$ cat src/rtl/ctrl_seq_if.sv
// Signal bundle between the fetch/decode/execute sequencer and its datapath,
// memory and I/O neighbours. The sequencer uses the master modport.
interface ctrl_seq_if;
    logic run, step;
    logic mem_ack, io_ack;
    logic dec_add, dec_sub, dec_bitand, dec_load, dec_inp, dec_outp;
    logic dec_jump, dec_jumpz, dec_jumpnz, dec_jumpc, dec_jumpnc;
    logic z, c;

    logic fetch, decode, execute;
    logic mem_rd, ir_en, pc_inc, pc_load;
    logic acc_en, flag_en;
    logic io_rd, io_wr;
    logic halted, err;

    modport master (
        input  run, step, mem_ack, io_ack,
        input  dec_add, dec_sub, dec_bitand, dec_load, dec_inp, dec_outp,
        input  dec_jump, dec_jumpz, dec_jumpnz, dec_jumpc, dec_jumpnc,
        input  z, c,
        output fetch, decode, execute, mem_rd, ir_en, pc_inc, pc_load,
        output acc_en, flag_en, io_rd, io_wr, halted, err
    );

    modport slave (
        output run, step, mem_ack, io_ack,
        output dec_add, dec_sub, dec_bitand, dec_load, dec_inp, dec_outp,
        output dec_jump, dec_jumpz, dec_jumpnz, dec_jumpc, dec_jumpnc,
        output z, c,
        input  fetch, decode, execute, mem_rd, ir_en, pc_inc, pc_load,
        input  acc_en, flag_en, io_rd, io_wr, halted, err
    );
endinterface

$ cat src/rtl/ctrl_seq.sv
// Fetch/decode/execute sequencer for the 8-bit accumulator CPU: Moore phase
// outputs, ack-qualified strobes, ack timeout and a sticky error state.
module ctrl_seq #(
    parameter int TMO_W = 4
) (
    input  logic       clk,
    input  logic       rst_n,
    ctrl_seq_if.master bus
);

    typedef enum logic [2:0] {
        S_IDLE, S_FETCH, S_DECODE, S_EXEC, S_IOWAIT, S_ERR
    } state_e;

    // Counter value seen in the last allowed wait cycle (2**TMO_W-2).
    localparam logic [TMO_W-1:0] TMO_LAST = {{(TMO_W-1){1'b1}}, 1'b0};
    localparam logic [TMO_W-1:0] TMO_ONE  = {{(TMO_W-1){1'b0}}, 1'b1};

    state_e           state_q, state_d;
    logic [TMO_W-1:0] tmo_q, tmo_d;
    logic             io_dir_q, io_dir_d;   // 1 = read (inp), 0 = write (outp)

    logic [10:0] strobes;
    logic        multi, taken, io_op, alu_op;

    logic fetch, decode, execute, mem_rd, ir_en, pc_inc, pc_load;
    logic acc_en, flag_en, io_rd, io_wr, halted, err;

    assign strobes = {bus.dec_add, bus.dec_sub, bus.dec_bitand, bus.dec_load,
                      bus.dec_inp, bus.dec_outp, bus.dec_jump, bus.dec_jumpz,
                      bus.dec_jumpnz, bus.dec_jumpc, bus.dec_jumpnc};
    assign multi   = |(strobes & (strobes - 11'd1));
    assign taken   = bus.dec_jump | (bus.dec_jumpz & bus.z) | (bus.dec_jumpnz & ~bus.z)
                   | (bus.dec_jumpc & bus.c) | (bus.dec_jumpnc & ~bus.c);
    assign io_op   = bus.dec_inp | bus.dec_outp;
    assign alu_op  = bus.dec_add | bus.dec_sub | bus.dec_bitand;

    // NOTE: every always_comb output gets a default first so no path infers a latch.
    always_comb begin
        state_d  = state_q;
        tmo_d    = '0;
        io_dir_d = io_dir_q;
        fetch    = 1'b0;
        decode   = 1'b0;
        execute  = 1'b0;
        mem_rd   = 1'b0;
        ir_en    = 1'b0;
        pc_inc   = 1'b0;
        pc_load  = 1'b0;
        acc_en   = 1'b0;
        flag_en  = 1'b0;
        io_rd    = 1'b0;
        io_wr    = 1'b0;
        halted   = 1'b0;
        err      = 1'b0;

        case (state_q)
            S_IDLE: begin
                halted = 1'b1;
                if (bus.run || bus.step) state_d = S_FETCH;
            end
            S_FETCH: begin
                fetch  = 1'b1;
                mem_rd = 1'b1;
                if (bus.mem_ack) begin
                    ir_en   = 1'b1;
                    pc_inc  = 1'b1;
                    state_d = S_DECODE;
                end else if (tmo_q == TMO_LAST) begin
                    state_d = S_ERR;
                end else begin
                    tmo_d = tmo_q + TMO_ONE;
                end
            end
            S_DECODE: begin
                decode  = 1'b1;
                state_d = S_EXEC;
            end
            S_EXEC: begin
                execute = 1'b1;
                if (multi) begin
                    state_d = S_ERR;
                end else if (io_op) begin
                    io_rd    = bus.dec_inp;
                    io_wr    = bus.dec_outp;
                    io_dir_d = bus.dec_inp;
                    state_d  = S_IOWAIT;
                end else begin
                    acc_en  = alu_op | bus.dec_load;
                    flag_en = alu_op;
                    pc_load = taken;
                    state_d = bus.run ? S_FETCH : S_IDLE;
                end
            end
            S_IOWAIT: begin
                execute = 1'b1;
                io_rd   = io_dir_q;
                io_wr   = ~io_dir_q;
                if (bus.io_ack) begin
                    acc_en  = io_dir_q;
                    state_d = bus.run ? S_FETCH : S_IDLE;
                end else if (tmo_q == TMO_LAST) begin
                    state_d = S_ERR;
                end else begin
                    tmo_d = tmo_q + TMO_ONE;
                end
            end
            S_ERR: begin
                err    = 1'b1;
                halted = 1'b1;
            end
            default: state_d = S_ERR;
        endcase
    end

    // NOTE: state registers use non-blocking assignments; all outputs decode from
    // state_q, so asserting rst_n clears them in the same cycle.
    always_ff @(posedge clk or negedge rst_n) begin
        if (!rst_n) begin
            state_q  <= S_IDLE;
            tmo_q    <= '0;
            io_dir_q <= 1'b0;
        end else begin
            state_q  <= state_d;
            tmo_q    <= tmo_d;
            io_dir_q <= io_dir_d;
        end
    end

    assign bus.fetch   = fetch;
    assign bus.decode  = decode;
    assign bus.execute = execute;
    assign bus.mem_rd  = mem_rd;
    assign bus.ir_en   = ir_en;
    assign bus.pc_inc  = pc_inc;
    assign bus.pc_load = pc_load;
    assign bus.acc_en  = acc_en;
    assign bus.flag_en = flag_en;
    assign bus.io_rd   = io_rd;
    assign bus.io_wr   = io_wr;
    assign bus.halted  = halted;
    assign bus.err     = err;

endmodule

$ cat src/flat_wrapper.sv
// flat-port wrapper written by rule: the top's interface ports become plain ports
module ctrl_seq_flat 
#(
    parameter int TMO_W = 4
)
  (clk, rst_n, bus_run, bus_step, bus_mem_ack, bus_io_ack, bus_dec_add, bus_dec_sub, bus_dec_bitand, bus_dec_load, bus_dec_inp, bus_dec_outp, bus_dec_jump, bus_dec_jumpz, bus_dec_jumpnz, bus_dec_jumpc, bus_dec_jumpnc, bus_z, bus_c, bus_fetch, bus_decode, bus_execute, bus_mem_rd, bus_ir_en, bus_pc_inc, bus_pc_load, bus_acc_en, bus_flag_en, bus_io_rd, bus_io_wr, bus_halted, bus_err);
  ctrl_seq_if bus_i ();
  input  logic clk;
  input  logic rst_n;
  input wire logic [$bits(bus_i.run)-1:0] bus_run;
  input wire logic [$bits(bus_i.step)-1:0] bus_step;
  input wire logic [$bits(bus_i.mem_ack)-1:0] bus_mem_ack;
  input wire logic [$bits(bus_i.io_ack)-1:0] bus_io_ack;
  input wire logic [$bits(bus_i.dec_add)-1:0] bus_dec_add;
  input wire logic [$bits(bus_i.dec_sub)-1:0] bus_dec_sub;
  input wire logic [$bits(bus_i.dec_bitand)-1:0] bus_dec_bitand;
  input wire logic [$bits(bus_i.dec_load)-1:0] bus_dec_load;
  input wire logic [$bits(bus_i.dec_inp)-1:0] bus_dec_inp;
  input wire logic [$bits(bus_i.dec_outp)-1:0] bus_dec_outp;
  input wire logic [$bits(bus_i.dec_jump)-1:0] bus_dec_jump;
  input wire logic [$bits(bus_i.dec_jumpz)-1:0] bus_dec_jumpz;
  input wire logic [$bits(bus_i.dec_jumpnz)-1:0] bus_dec_jumpnz;
  input wire logic [$bits(bus_i.dec_jumpc)-1:0] bus_dec_jumpc;
  input wire logic [$bits(bus_i.dec_jumpnc)-1:0] bus_dec_jumpnc;
  input wire logic [$bits(bus_i.z)-1:0] bus_z;
  input wire logic [$bits(bus_i.c)-1:0] bus_c;
  output wire logic [$bits(bus_i.fetch)-1:0] bus_fetch;
  output wire logic [$bits(bus_i.decode)-1:0] bus_decode;
  output wire logic [$bits(bus_i.execute)-1:0] bus_execute;
  output wire logic [$bits(bus_i.mem_rd)-1:0] bus_mem_rd;
  output wire logic [$bits(bus_i.ir_en)-1:0] bus_ir_en;
  output wire logic [$bits(bus_i.pc_inc)-1:0] bus_pc_inc;
  output wire logic [$bits(bus_i.pc_load)-1:0] bus_pc_load;
  output wire logic [$bits(bus_i.acc_en)-1:0] bus_acc_en;
  output wire logic [$bits(bus_i.flag_en)-1:0] bus_flag_en;
  output wire logic [$bits(bus_i.io_rd)-1:0] bus_io_rd;
  output wire logic [$bits(bus_i.io_wr)-1:0] bus_io_wr;
  output wire logic [$bits(bus_i.halted)-1:0] bus_halted;
  output wire logic [$bits(bus_i.err)-1:0] bus_err;
  assign bus_i.run = bus_run;
  assign bus_i.step = bus_step;
  assign bus_i.mem_ack = bus_mem_ack;
  assign bus_i.io_ack = bus_io_ack;
  assign bus_i.dec_add = bus_dec_add;
  assign bus_i.dec_sub = bus_dec_sub;
  assign bus_i.dec_bitand = bus_dec_bitand;
  assign bus_i.dec_load = bus_dec_load;
  assign bus_i.dec_inp = bus_dec_inp;
  assign bus_i.dec_outp = bus_dec_outp;
  assign bus_i.dec_jump = bus_dec_jump;
  assign bus_i.dec_jumpz = bus_dec_jumpz;
  assign bus_i.dec_jumpnz = bus_dec_jumpnz;
  assign bus_i.dec_jumpc = bus_dec_jumpc;
  assign bus_i.dec_jumpnc = bus_dec_jumpnc;
  assign bus_i.z = bus_z;
  assign bus_i.c = bus_c;
  assign bus_fetch = bus_i.fetch;
  assign bus_decode = bus_i.decode;
  assign bus_execute = bus_i.execute;
  assign bus_mem_rd = bus_i.mem_rd;
  assign bus_ir_en = bus_i.ir_en;
  assign bus_pc_inc = bus_i.pc_inc;
  assign bus_pc_load = bus_i.pc_load;
  assign bus_acc_en = bus_i.acc_en;
  assign bus_flag_en = bus_i.flag_en;
  assign bus_io_rd = bus_i.io_rd;
  assign bus_io_wr = bus_i.io_wr;
  assign bus_halted = bus_i.halted;
  assign bus_err = bus_i.err;
  ctrl_seq #(.TMO_W(TMO_W)) u_core (.clk(clk), .rst_n(rst_n), .bus(bus_i));
endmodule
$ cat config.mk
export PLATFORM = sky130hd
export DESIGN_NAME = ctrl_seq_flat
export DESIGN_NICKNAME = d
export VERILOG_FILES = /design/src/rtl/ctrl_seq_if.sv /design/src/rtl/ctrl_seq.sv /design/src/flat_wrapper.sv
export SDC_FILE = /design/constraint.sdc
export NUM_CORES = 1
export LEC_CHECK = 0
export BUFFER_PORTS_ARGS = -buffer_cell sky130_fd_sc_hd__buf_2
export CAP_MARGIN = 20
export CORE_MARGIN = 1
export CORE_UTILIZATION = 35
export DETAILED_ROUTE_END_ITERATION = 10
export MAX_ROUTING_LAYER = met4
export PLACE_DENSITY_LB_ADDON = 0.1
export SLEW_MARGIN = 20
export SYNTH_ARGS = -nofsm -noshare
export SYNTH_HDL_FRONTEND = slang
export SYNTH_SLANG_ARGS = --single-unit
$ cat constraint.sdc
create_clock -name clk -period 1.4 [get_ports clk]
set_input_delay 0 -clock clk [delete_from_list [all_inputs] [get_ports clk]]
set_output_delay 0 -clock clk [all_outputs]
set_load 0.05 [all_outputs]
Word-level counts from Yosys, hierarchy flattened
Cells that the tools add are included.

storage, ports and cells
  register bits = 8
  input bits = 19
  output and inout bits = 13
  word-level logic and storage cells = 72

cells by class
  $add $sub $neg = 2
  equality and inequality tests = 7
  mux-type cells = 35
  bitwise operators = 18
  reductions and logical operators = 7

operators with widths
  cell                                                                   number
  1-bit two-way mux                                                      21
  3-bit two-way mux                                                      6
  3-bit one-hot mux with 6 select lines                                  1
  4-bit two-way mux                                                      3
  11-bit bitwise AND                                                     1
  11-bit OR reduction                                                    1
  11-bit by 1-bit subtractor with 11-bit output, second input constant   1
  1-bit bitwise OR                                                       8
  4-bit one-hot mux with 2 select lines                                  1
  3-bit by 2-bit equality test with 1-bit output, second input constant  2
  3-bit equality test, second input constant                             2
  1-bit one-hot mux with 2 select lines                                  3
  1-bit NOT                                                              5
  4-bit by 1-bit adder with 4-bit output, second input constant          1
  1-bit bitwise AND                                                      4
  4-bit equality test, second input constant                             1
  2-bit OR reduction                                                     2
  3-bit by 1-bit equality test with 1-bit output, second input constant  1
  3-bit logical NOT                                                      1
  3-bit AND reduction                                                    1
  2-bit by 1-bit != test with 1-bit output, second input constant        1
  2-bit AND reduction                                                    1
  1-bit logical OR                                                       1

Longest topological paths before layout
  depth in word-level cells = 8
  depth in mapped cells = 7
  mapped depth without buffers = 7

Least setup slack after synthesis
Ideal clock, no wire load.

  path type = reg2out
  from = register u_core.state_q[1]
  to = output port bus_pc_inc
  arrival time = 2.633 ns
  data required time = 1.400 ns
  path slack = -1.233 ns
  cell stages (with the launch flop) = 4
  path buffers = 2
  path through = dfrtp_1 -> clkbuf_1 -> nor4_1 -> buf_4

between the ends
  word-level cells in the longest chain between the ends = 2

RTL lines
  item                                            RTL line            text
  start, declared                                 ctrl_seq.sv:19      state_e state_q, state_d;
  start signal, assigned                          ctrl_seq.sv:124     state_q <= state_d;
  3-bit by 1-bit equality test with 1-bit output  n/a
  1-bit two-way mux                               n/a
  end, declared                                   flat_wrapper.sv:32  output wire logic [$bits(bus_i.pc_inc)-1:0] bus_pc_inc;

Every way passes these cells.

Worst setup path after layout
  from = input port bus_dec_jumpc
  to = output port bus_pc_load

between the ends
  word-level cells in the longest chain between the ends = 6
  elaborated cells on any way between the ends = 9
  classes of those cells = add/sub (1); mux (3); bitwise (4); reduce/logical (1)

RTL lines
  item                                                                                                   RTL line            text
  start, declared                                                                                        flat_wrapper.sv:23  input wire logic [$bits(bus_i.dec_jumpc)-1:0] bus_dec_jumpc;
  parallel branches: the longest is 4 deep, another holds 11-bit by 1-bit subtractor with 11-bit output  n/a
  1-bit two-way mux *                                                                                    ctrl_seq.sv:81      if (multi) begin
  1-bit two-way mux *                                                                                    ctrl_seq.sv:57      case (state_q)
  end, declared                                                                                          flat_wrapper.sv:33  output wire logic [$bits(bus_i.pc_load)-1:0] bus_pc_load;

Mark *: on every way between the ends.

==> impl_metrics.json <==
{
  "num-nets-final": 166,
  "drt_wl_total_mm": 2.29,
  "worst_path_max_delay_cell": "or4_4",
  "grt_pass1_wl_mm": 3.37,
  "die_y_um": 46.5,
  "antennaDiodeCount": 0,
  "drc": 0,
  "cp_data_required_time_ps": 1400,
  "outcome": "finished with violations",
  "drt_first_pass_iters": 4,
  "io_buffers": 31,
  "gp_congestion": 0.751,
  "syn2layout_area_growth_pct": 88.5,
  "grt_overflow": 0,
  "yosysWarnings": 0,
  "synth.cell_area_um2": 694,
  "async_reset_ff_share_pct": 100,
  "grt_usage_pct": 23.0,
  "cts_buffers": 3,
  "core-area_mm2": 0.00180,
  "crit_chain": "buf_6 -> or4_4 -> or4_4 -> a311oi_4 -> buf_6 -> nand3_4 -> a21oi_4 -> buf_6",
  "grt_pass1_vias": 768,
  "cp_max_fo": 4,
  "synth_largest_area_cell": "dfrtp_1",
  "die_area_mm2": 0.00217,
  "relSlewSlack_pct": 74.6,
  "drtAntennaViolNets": 0,
  "arrival_ps": 1990,
  "cp_top_family": "simple AND/OR/NAND/NOR gates",
  "synth_area_leaders": "dfrtp_1 29%, nor2_1 4.9%, nand3_1 4.3%",
  "synth-seq-cells": 8,
  "rsz0062_at_grt": "true",
  "clk_pin_slew_ps": 50,
  "fin_area_mm2": 0.00131,
  "layout-drive-gt1-share_pct": 57.3,
  "die_w_um": 46.5,
  "synth_cell_type_count": 32,
  "final_core_util_pct": 72.6,
  "io_pins": 32,
  "fin_ws_ps": -593,
  "dp_cells": 157,
  "insertion_delay_ps": 250,
  "ys_seq_area_share_pct": 28.8,
  "end_kind": "primary output",
  "dpl.hpwl_mm": 1.66,
  "cts_tree": "yes",
  "setup_viol": 11,
  "antenna_found_initial": 0,
  "cts_max_level": 1,
  "fin_crit_sh_pct": 142,
  "worstMarginPinSlew_ps": 379,
  "drv_cap": 0,
  "cts_root_buffer": "clkbuf_4",
  "placed_area_mm2": 0.00111,
  "cts_sinks": 8,
  "postSynthCellCount": 86,
  "wire_per_inst_um": 13.7,
  "crit_type": "in -> out",
  "leakage_nw": 0.606,
  "hold_path.class": "in -> reg",
  "syn_area_per_cell_um2": 8.07,
  "core.rowCount": 15,
  "timing.fmax_ghz": 0.502,
  "syn-num-nets": 107,
  "dp_slack_ps": -703,
  "path_common_cell": "buf_6",
  "crit_buf_inv": 3,
  "critPathMaxStageDelay_ps": 530,
  "initial_core_util_pct": 38.5,
  "vias_per_cell": 5.33,
  "synthDominantCellAreaShare_pct": 28.8,
  "cp-start-kind": "input pin",
  "drv_slew": 0,
  "power.density_mw_per_mm2": 1640,
  "synth_ff_type": "dfrtp_1",
  "dr_total_vias": 895,
  "synth_edf_count": 0,
  "fin_skew_ps": 6.32,
  "cts_buffer_depth": 2,
  "drtIter0Drc": 15,
  "final.min_clock_period_ps": 1990,
  "grt_max_degree": 9,
  "violations": "setup timing",
  "fin_cells": 168,
  "hold_viol": 0,
  "vdd_drop_max_v": 0.00117
}
synthesized netlist by cell type (2+ instances only):
| cell | number |
|---|---|
| or3_1 | 3 |
| a21oi_1 | 5 |
| o22ai_1 | 2 |
| maj3_1 | 2 |
| buf_4 | 2 |
| or4_4 | 2 |
| nor3_1 | 3 |
| clkbuf_1 | 2 |
| nand3_1 | 6 |
| nor2b_1 | 4 |
| and2_1 | 2 |
| o21ai_0 | 4 |
| ha_1 | 2 |
| o31a_1 | 2 |
| a211oi_1 | 3 |
| inv_1 | 5 |
| nand2_1 | 7 |
| dfrtp_1 | 8 |
| nor2_1 | 9 |
cells in the final DEF, fill, tap and decap left out, types with 2 or more instances in the layout:
cell type,netlist,final
buf_4,2,27
buf_2,0,18
buf_6,0,11
nor2_1,9,8
dfrtp_1,8,7
nand2_1,7,5
inv_1,5,4
nand3_1,6,3
a211oi_1,3,3
a21oi_1,5,3
o21ai_0,4,3
clkbuf_4,0,3
nor2b_1,4,2
and2_1,2,2
or4_4,2,2
maj3_1,2,2
or3_1,3,2
o31a_1,2,2
nand3_4,0,2
ha_1,2,2
worst register-to-register path: stages, from the launching register on:
cell	delay, ps
dfrtp_1	370
inv_1	60
ha_1	170
nand3_1	140
nor3_1	260
a2bb2oi_1	200
o22ai_1	80
o21ai_0	70
worst paths after layout:
check / start / depth (start not counted) / end / slack, ps
setup / recovery: bus_dec_jumpc / 8 / bus_pc_load / -590
hold / removal: bus_step / 3 / u_core.state_q[0] / 10
setup reg to reg: u_core.tmo_q[0] / 7 / u_core.state_q[2] / -20
hold reg to reg: u_core.tmo_q[1] / 2 / u_core.tmo_q[1] / 530
max in group asynchronous: rst_n / 2 / u_core.state_q[0] / 1090
min in group asynchronous: rst_n / 2 / u_core.state_q[1] / 110
cell families after synthesis:
kind of cell / synth area share, %
AO/OA/AOI/OAI: 25.2
XOR/XNOR: 1.26
adder cells (fa/ha/maj): 6.49
buffers and inverters: 5.95
flip-flops: 28.8
multiplexers: 1.44
AND/OR/NAND/NOR: 30.8
report_power, final:
part	internal, mW	total, mW	leakage, nW	switching (mW)
Combinational	0.624	1.60	0.488	0.971
Clock	0.0980	0.175	0.0138	0.0774
Sequential	0.298	0.374	0.104	0.0762
Total	1.02	2.15	0.606	1.12
per-layer routing:
metal	vias to the layer above	wire length (um)	share of wire (%)	track usage, %
li1	433	-	-	-
met1	418	941	41	27.0
met2	38	1170	51	38.1
met3	6	143	6.2	5.88
met4	0	40	1.7	7.06
met5	-	0	0	-
stage by stage:
step | power, mW | TNS, ps | hold slack (ps)
floorplan | 1.43 | -2850 | -296
global placement | 1.73 | -4510 | -144
detailed placement | 1.75 | -5000 | -146
CTS | 2.01 | -3830 | 12.8
finish | 2.15 | -4190 | 13.1
global route | 2.28 | -4620 | 34.3
final cells by class:
type / count / area, um^2
Sequential cell: 8 / 201
Tap cell: 25 / 31.3
Multi-Input combinational cell: 69 / 593
Fill cell: 145 / 493
Inverter: 5 / 18.8
Clock buffer: 3 / 22.5
Timing Repair Buffer: 58 / 442
state kept, by name, summed over array words and instances (netlist names):
signal / flops
u_core.io_dir_q: 1
u_core.tmo_q: 4
u_core.state_q: 3
timing repair:
action | CTS | global route
setup buffers | 4 | 3
resized for setup | 24 | 13
pin swaps | 3 | 1
hold endpoints to repair | 8 | 0
endpoints found under the setup margin | 12 | 19
hold buffers | 1 | 0
Power figures use the tool's default switching activity.
